<file path="src/rtl/i2s_tx.sv">
// I2S transmitter: divides clk down to SCLK/LRCLK and shifts out one stereo
// sample per frame, fed from a single-entry hold buffer.
module i2s_tx #(
    parameter int DATA_WIDTH = 24,
    parameter int SLOT_WIDTH = 32,
    parameter int SCLK_HALF  = 4
) (
    input  logic                  clk,
    input  logic                  rst,
    input  logic [DATA_WIDTH-1:0] data_lc_i,
    input  logic [DATA_WIDTH-1:0] data_rc_i,
    input  logic                  vld_i,
    output logic                  sclk_o,
    output logic                  lrclk_o,
    output logic                  sd_o,
    output logic                  sample_req_o,
    output logic                  underrun_o,
    output logic                  overrun_o
);

    localparam int DIV_W = (SCLK_HALF > 1) ? $clog2(SCLK_HALF) : 1;
    localparam int B_W   = $clog2(2 * SLOT_WIDTH);
    localparam int IDX_W = (DATA_WIDTH > 1) ? $clog2(DATA_WIDTH) : 1;

    localparam logic [DIV_W-1:0] DIV_LAST = DIV_W'(SCLK_HALF - 1);
    localparam logic [B_W-1:0]   B_LAST   = B_W'(2 * SLOT_WIDTH - 1);
    localparam logic [B_W-1:0]   B_SLOT   = B_W'(SLOT_WIDTH);
    localparam logic [B_W-1:0]   B_DATA   = B_W'(DATA_WIDTH);

    logic [DIV_W-1:0]      r_div;
    logic                  r_sclk;
    logic [B_W-1:0]        r_b;
    logic                  r_lrclk;
    logic                  r_sd;
    logic                  r_sampleReq;
    logic                  r_underrun;
    logic                  r_overrun;
    logic [DATA_WIDTH-1:0] r_holdL;
    logic [DATA_WIDTH-1:0] r_holdR;
    logic                  r_full;
    logic [DATA_WIDTH-1:0] r_frameL;
    logic [DATA_WIDTH-1:0] r_frameR;

    logic                  w_divTerm;
    logic                  w_fall;
    logic [B_W-1:0]        w_bNext;
    logic                  w_lrNext;
    logic [B_W-1:0]        w_pos;
    logic                  w_inData;
    logic [IDX_W-1:0]      w_idx;
    logic                  w_sdNext;
    logic                  w_load;

    // w_pos is the bit position inside the current slot; slot position p
    // carries data bit DATA_WIDTH-p, giving the one-SCLK I2S MSB delay.
    always_comb begin
        w_divTerm = (r_div == DIV_LAST);
        w_fall    = w_divTerm & r_sclk;
        w_bNext   = (r_b == B_LAST) ? '0 : r_b + B_W'(1);
        w_lrNext  = (w_bNext >= B_SLOT);
        w_pos     = w_lrNext ? (w_bNext - B_SLOT) : w_bNext;
        w_load    = w_fall & (w_bNext == '0);
        w_inData  = (w_pos != '0) && (w_pos <= B_DATA);
        w_idx     = IDX_W'(B_DATA - w_pos);
        w_sdNext  = 1'b0;
        if (w_inData) begin
            w_sdNext = w_lrNext ? r_frameR[w_idx] : r_frameL[w_idx];
        end
    end

    always_ff @(posedge clk) begin
        if (rst) begin
            r_div       <= '0;
            r_sclk      <= 1'b0;
            r_b         <= B_LAST;
            r_lrclk     <= 1'b0;
            r_sd        <= 1'b0;
            r_sampleReq <= 1'b0;
            r_underrun  <= 1'b0;
            r_overrun   <= 1'b0;
            r_holdL     <= '0;
            r_holdR     <= '0;
            r_full      <= 1'b0;
            r_frameL    <= '0;
            r_frameR    <= '0;
        end else begin
            r_sampleReq <= 1'b0;
            r_underrun  <= 1'b0;
            r_overrun   <= 1'b0;

            if (w_divTerm) begin
                r_div  <= '0;
                r_sclk <= ~r_sclk;
            end else begin
                r_div <= r_div + DIV_W'(1);
            end

            if (w_fall) begin
                r_b     <= w_bNext;
                r_lrclk <= w_lrNext;
                r_sd    <= w_sdNext;
            end

            // Starved loads leave the frame registers alone so the last
            // sample repeats instead of dropping to silence.
            if (w_load) begin
                r_sampleReq <= 1'b1;
                if (r_full) begin
                    r_frameL <= r_holdL;
                    r_frameR <= r_holdR;
                    r_full   <= 1'b0;
                end else begin
                    r_underrun <= 1'b1;
                end
            end

            // A write in the load cycle lands after the load has taken the
            // old contents, so it is never an overrun.
            if (vld_i) begin
                r_holdL <= data_lc_i;
                r_holdR <= data_rc_i;
                r_full  <= 1'b1;
                if (r_full && !w_load) begin
                    r_overrun <= 1'b1;
                end
            end
        end
    end

    assign sclk_o       = r_sclk;
    assign lrclk_o      = r_lrclk;
    assign sd_o         = r_sd;
    assign sample_req_o = r_sampleReq;
    assign underrun_o   = r_underrun;
    assign overrun_o    = r_overrun;

endmodule
</file>
<file path="config.mk">
export PLATFORM = sky130hd
export DESIGN_NAME = i2s_tx
export DESIGN_NICKNAME = d
export VERILOG_FILES = /design/src/rtl/i2s_tx.sv
export SDC_FILE = /design/constraint.sdc
export NUM_CORES = 1
export LEC_CHECK = 0
export CORE_UTILIZATION = 30
export CTS_CLUSTER_SIZE = 20
export DETAILED_ROUTE_END_ITERATION = 12
export SKIP_CTS_REPAIR_TIMING = 1
export SLEW_MARGIN = 20
export SYNTH_ARGS = -nofsm -noshare
export SYNTH_HDL_FRONTEND = slang
export SYNTH_SLANG_ARGS = --single-unit
</file>
<file path="constraint.sdc">
create_clock -name clk -period 2.59 [get_ports clk]
set_clock_uncertainty 0.05 [all_clocks]
set_input_delay 0.518 -clock clk [delete_from_list [all_inputs] [get_ports clk]]
set_output_delay 0.518 -clock clk [all_outputs]
set_load 0.02 [all_outputs]
</file>
### Word level (Yosys, flattened, before mapping)

Index checks and enable logic that the tools add are counted.

| storage, ports and cells | value |
|---|---|
| output and inout port bits | 6 |
| flip-flop bits (word level) | 111 |

| cells by class | value |
|---|---|
| eq/ne operators | 2 |
| reductions and logical operators | 10 |
| mux-type cells | 13 |
| add/subtract/negate cells | 4 |
| bitwise logic cells | 5 |
| $lt $le $gt $ge | 3 |

Operators by type and width:

| kind | number |
|---|---|
| 6-bit two-way mux | 2 |
| 1-bit binary-select mux with 5-bit select | 2 |
| 1-bit two-way mux | 9 |
| 6-bit by 1-bit adder with 6-bit output, second input constant | 1 |
| 6-bit equality test, second input constant | 1 |
| 6-bit greater-or-equal comparator, second input constant | 1 |
| 6-bit by 5-bit <= comparator with 1-bit output, second input constant | 1 |
| 6-bit logical NOT | 1 |
| 5-bit by 6-bit < comparator with 1-bit output, second input constant | 1 |
| 6-bit nonzero test | 1 |
| 2-bit OR reduction | 3 |
| 6-bit subtractor, second input constant | 1 |
| 5-bit subtractor, first input constant | 1 |
| 1-bit NOT | 3 |
| 2-bit by 1-bit adder with 2-bit output, second input constant | 1 |
| 1-bit bitwise AND | 2 |
| 2-bit equality test, second input constant | 1 |
| 1-bit logical AND | 2 |
| 2-bit AND reduction | 1 |
| 2-bit nonzero test | 1 |
| 1-bit logical NOT | 1 |

### Logic depth before layout (Yosys ltp)

Gate-level depths: netlist (run 1).

| depth | value |
|---|---|
| depth in word-level cells | 9 |
| gate-level depth with buffers | 10 |

### Least setup slack after synthesis (run 1)

OpenSTA, ideal clock, no wires.

| timing path | value |
|---|---|
| kind | reg-to-reg |
| start point | register r_b[1] |
| end point | register r_sd (netlist: sd_o) |
| library setup time | 0.119 ns |
| slack | 0.549 ns |
| period minus slack after synthesis | 2.041 ns |
| data required time | 2.421 ns |
| stages on the path, launching flop included | 8 |
| path buffers | 1 |
| data arrival time | 1.872 ns |
| cells stage by stage | dfxtp_1 -> ha_1 -> clkbuf_8 -> mux4_2 -> a21oi_1 -> o211ai_1 -> o211ai_1 -> o21ai_2 |

| between the ends | value |
|---|---|
| word-level cells in the longest chain between the ends | 9 |
| elaborated cells between the ends (all ways) | 16 |
| those cells by class | 3 x add/sub; 2 x order compare; 1 x eq/ne; 8 x mux; 2 x reduce/logical |

Ends and longest elaborated chain:

| what | line | RTL |
|---|---|---|
| start: declaration | 32 | `logic [B_W-1:0] r_b;` |
| start signal: assignment | 99 | `r_b <= w_bNext;` |
| 6-bit by 1-bit adder with 6-bit output or 6-bit equality test (tied branches) | 59 | `w_bNext = (r_b == B_LAST) ? '0 : r_b + B_W'(1);` |
| 6-bit two-way mux * | 59 |  |
| named net w_bNext[1] | 46 | `logic [B_W-1:0] w_bNext;` |
| 6-bit subtractor or 6-bit greater-or-equal comparator (tied branches) | 61, 60 |  |
| 6-bit two-way mux | 61 | `w_pos = w_lrNext ? (w_bNext - B_SLOT) : w_bNext;` |
| 5-bit subtractor | 64 | `w_idx = IDX_W'(B_DATA - w_pos);` |
| 1-bit binary-select mux with 5-bit select | 67 | `w_sdNext = w_lrNext ? r_frameR[w_idx] : r_frameL[w_idx];` |
| 1-bit two-way mux (implied by the code) | 67 |  |
| 1-bit two-way mux | 67 |  |
| 1-bit two-way mux * | 66 | `if (w_inData) begin` |
| end signal: assignment | 101 | `r_sd <= w_sdNext;` |
| end: declaration | 34 | `logic r_sd;` |

Mark *: on every way through the listed nets, which the timed path passes. The rest lies on a longest branch. The select of a mux whose other input is x is not followed.
A chain may end at the register's enable or synchronous reset.

### Final worst setup path (run 1)

| timing path | value |
|---|---|
| start point | register r_b[1] |
| end point | register r_frameL[19] |

| between the ends | value |
|---|---|
| word-level cells in the longest chain between the ends | 5 |
| elaborated cells between the ends (all ways) | 6 |
| those cells by class | 1 x add/sub; 1 x eq/ne; 1 x mux; 1 x bitwise; 2 x reduce/logical |

Ends and longest elaborated chain:

| what | line | RTL |
|---|---|---|
| 6-bit by 1-bit adder with 6-bit output or 6-bit equality test (tied branches) | 59 |  |
| 6-bit two-way mux * | 59 |  |
| 6-bit logical NOT * | 62 | `w_load = w_fall & (w_bNext == '0);` |
| 1-bit bitwise AND * | 62 |  |
| 2-bit AND reduction (no source line) * | - |  |
| end signal: assignment | 109 | `r_frameL <= r_holdL;` |
| end: declaration | 41 | `logic [DATA_WIDTH-1:0] r_frameL;` |

Mark *: on every way between the ends. The rest lies on a longest branch, timed or not.

==> run_results.csv, run 1 <==
group,metric,value,unit
logic_synthesis,synth-adder-area-share,0.537,%
timing,fmax,425,MHz
drt,wl_per_cell,13.3,um
logic_synthesis,syn_area,4660,um^2
grt,grt_pass1_wl,17100,um
power,pwr-share-comb,7.5,%
floorplanning,die_w,127,um
run_status,status,"finished clean",
floorplanning,die_area,16000,um^2
logic_synthesis,synth_cells,525,
drt,postRouteAntennaNets,0,
grt,grtUsageMet2,21.7,%
logic_synthesis,synth_cell_type_count,51,
final_layout,instances_no_fill,756,
cts,tritoncts,"done",
power,clock_power_share,38.7,%
final_layout,fin_nets,617,
flow_run,cap_violations,0,
timing,setup_viol,0,
power,p_sw,0.775,mW
cts,cts.clk_slew.worst_paths,0.07,ns
grt,grt_overflow,0,
drt,drt_wl_total,10100,um
floorplanning,initial_core_util,30.7,%
drt,drc,0,
logic_synthesis,ys_seq_area_share,47.7,%
cts,cts.sinks,111,
placed_design,dpl.hpwl,6880,um
grt,grt_use_met3,3.80,%
grt,grt_pass1_vias,3568,
power,p_per_area,598,nW/um^2
floorplanning,rows,45,
setup_path,cp.required,2.77,ns
worst_hold_path,hp-class,"reg -> reg",
final_layout,regArea,2220,um^2
cts,clockBufferDepth,2,
grt,top_usage_layer,"met2",
timing,fin_setup_tns,0,ns
logic_synthesis,async_reset_ff_share,0,%
timing,slew_headroom,57.7,%
drt,vias,3601,
timing,finalMaxSlewViolations,0,
logic_synthesis,ys_ff_latch,111,
setup_path,path_max_fanout,36,
setup_path,crit_path_end_kind,"register",
logic_synthesis,synthMuxAreaShare,13.7,%
placed_design,gp_congestion,0.779,
timing,period_needed,2.35,ns
floorplanning,die_h,127,um
logic_synthesis,synth-compound-area-share,12.7,%
grt,met1_usage,17.4,%
timing,period_share,90.9,%
floorplanning,fp.coreArea,15200,um^2
timing,rsz0062_at_grt,"false",
power,pwr-share-seq,53.8,%
grt,grt_usage,13.4,%
cts,numCtsBuffers,9,
grt,grt_antenna_before_repair,0,
placed_design,dp_cells,741,
timing,finalHoldViolCount,0,
final_layout,multi_input_area,2170,um^2
logic_synthesis,yosys_warnings,0,
drt,dr.pass1.iters,4,
power,p_int,2.55,mW
final_layout,n_fill_cell,1568,
cts,root_buffer,"clkbuf_16",
logic_synthesis,syn-num-nets,578,
logic_synthesis,synth-xor-area-share,0.752,%
logic_synthesis,synth_top_family_by_area,"simple AND/OR/NAND/NOR gates",
final_layout,antenna_cells,0,
final_layout,drive_above_1_share,7.75,%
power,swShare,23.3,%
cts,htreeDepth,3,
final_layout,syn_to_final_growth,19.4,%
setup_path,startpoint_type,"register",
floorplanning,io_pins,57,
setup_path,cp.arrival,2.53,ns
logic_synthesis,synth_edf_count,0,
timing,whs,0.383,ns
cts,clock_latency,0.35,ns
drt,drt_iter0_drc,224,
logic_synthesis,yosys.area_share.simple,18.7,%
logic_synthesis,syn_area_per_cell,8.88,um^2
power,leakage,2.09,nW
placed_design,io_buffers,56,
drt,vias_per_cell,4.76,
grt,grt_start_max_net_pins,51,
timing,worst_slew_pin_slew,0.631,ns
logic_synthesis,synthFlopType,"dfxtp_1",
setup_path,critPathKind,"reg -> reg",
power,peakVddDrop,0.298,mV
## layer usage
layer  wire length [um]  share of wire [%]
met3                422                4.2
met5                  0                  0
met4                 43               0.43
met1               4940                 49
met2               4650                 46
## per-stage QoR
stage | utilization [%] | setup WS, ns | instance area [um^2] | total power, mW
detailed placement | 34.8 | 0.272 | 5290 | 2.08
CTS | 36.6 | 0.256 | 5570 | 3.36
finish | 36.6 | 0.236 | 5570 | 3.33
global route | 36.6 | 0.00420 | 5570 | 3.45
floorplan | - | 0.549 | 4660 | 1.97
global placement | 34.8 | 0.267 | 5290 | 2.07
## placed cells by master (no fill, tap or decap), types with 4 or more instances in the layout
cell	netlist	routed
mux2i_1	56	56
a21oi_1	61	61
nor3_1	11	11
clkbuf_16	0	9
xnor2_1	4	4
nor4_1	5	5
nand3_1	5	5
buf_4	3	10
o21ai_0	10	10
dfxtp_1	111	111
clkdlybuf4s50_1	0	54
nor2_1	64	63
nand2_1	109	109
## synthesized netlist by cell type, types with 2 or more instances
master	count	area (um^2)
a211o_1	3	26.3
a211oi_2	2	25.0
a21oi_1	61	305
and2_1	2	12.5
and3_1	2	12.5
and3_2	2	15.0
buf_1	5	18.8
buf_2	5	25.0
buf_4	3	22.5
buf_6	8	90.1
clkbuf_1	13	48.8
clkbuf_8	4	55.1
dfxtp_1	111	2220
ha_1	2	25.0
inv_1	2	7.51
mux2i_1	56	561
mux4_2	3	67.6
nand2_1	109	409
nand3_1	5	25.0
nor2_1	64	240
nor3_1	11	55.1
nor4_1	5	31.3
o211ai_1	3	22.5
o21ai_0	10	50.1
o21ai_1	2	10.0
o21ai_2	2	17.5
o21bai_1	3	22.5
xnor2_1	4	35.0
## state kept, by name, summed over array words and instances (netlist names), 2 cells and up
name      flops
r_frameL     24
r_div         2
r_b           6
r_frameR     24
r_holdL      24
r_holdR      24
## path summary, 6_finish.rpt
kind / from / cells past startpoint / slack, ns / endpoint
worst max-delay path: r_b[1] / 8 / 0.24 / r_frameL[19]
worst min-delay path: r_div[0] / 1 / 0.38 / r_div[0]
worst max register to register: r_b[1] / 8 / 0.24 / r_frameL[19]
worst min register to register: r_div[0] / 1 / 0.38 / r_div[0]
## power groups by stage
stage / clock network, mW / logic (mW) / registers (mW)
after floorplan: 0 / 0.145 / 1.82
after global placement: 0 / 0.248 / 1.83
after detailed placement: 0 / 0.254 / 1.83
after CTS: 1.32 / 0.255 / 1.79
after global routing: 1.38 / 0.275 / 1.79
final: 1.29 / 0.251 / 1.79
## critical path, cell delays in order (launching register included)
cell and delay (ns):
dfxtp_1 0.41, ha_1 0.33, nand2_1 0.19, nor2_1 0.26, o21ai_2 0.16, or2_1 0.42, buf_12 0.25, nand2_1 0.08
a21oi_1 0.06
## cells by family after synthesis
| logic type | count (synthesis) |
|---|---|
| AO/OA/AOI/OAI | 98 |
| XOR/XNOR | 4 |
| adder cells (fa/ha/maj) | 2 |
| buffers and inverters | 41 |
| flip-flops | 111 |
| multiplexers | 60 |
| AND/OR/NAND/NOR | 209 |
## cell type report
type	count	share of cell area [%]
clock buffer	9	4.05
sequential	111	39.9
tap	188	4.23
timing repair buffer	67	11.9
clock inverter	6	0.832
multi-input combinational	373	39.0
inverter	2	0.135
Note: power is estimated with default switching activity, not from simulation.
==> run 2, diff against run 1 <==
--- a/config.mk
+++ b/config.mk
@@ -6,8 +6,10 @@
 export NUM_CORES = 1
 export LEC_CHECK = 0
 export CORE_UTILIZATION = 30
+export CTS_BUF_LIST = sky130_fd_sc_hd__clkbuf_16
 export CTS_CLUSTER_SIZE = 20
 export DETAILED_ROUTE_END_ITERATION = 12
+export HOLD_SLACK_MARGIN = 0.02
 export SKIP_CTS_REPAIR_TIMING = 1
 export SLEW_MARGIN = 20
 export SYNTH_ARGS = -nofsm -noshare
==> results of run 2 <==
Same layout as run 1: the final DEF is identical, and so are final timing and power.
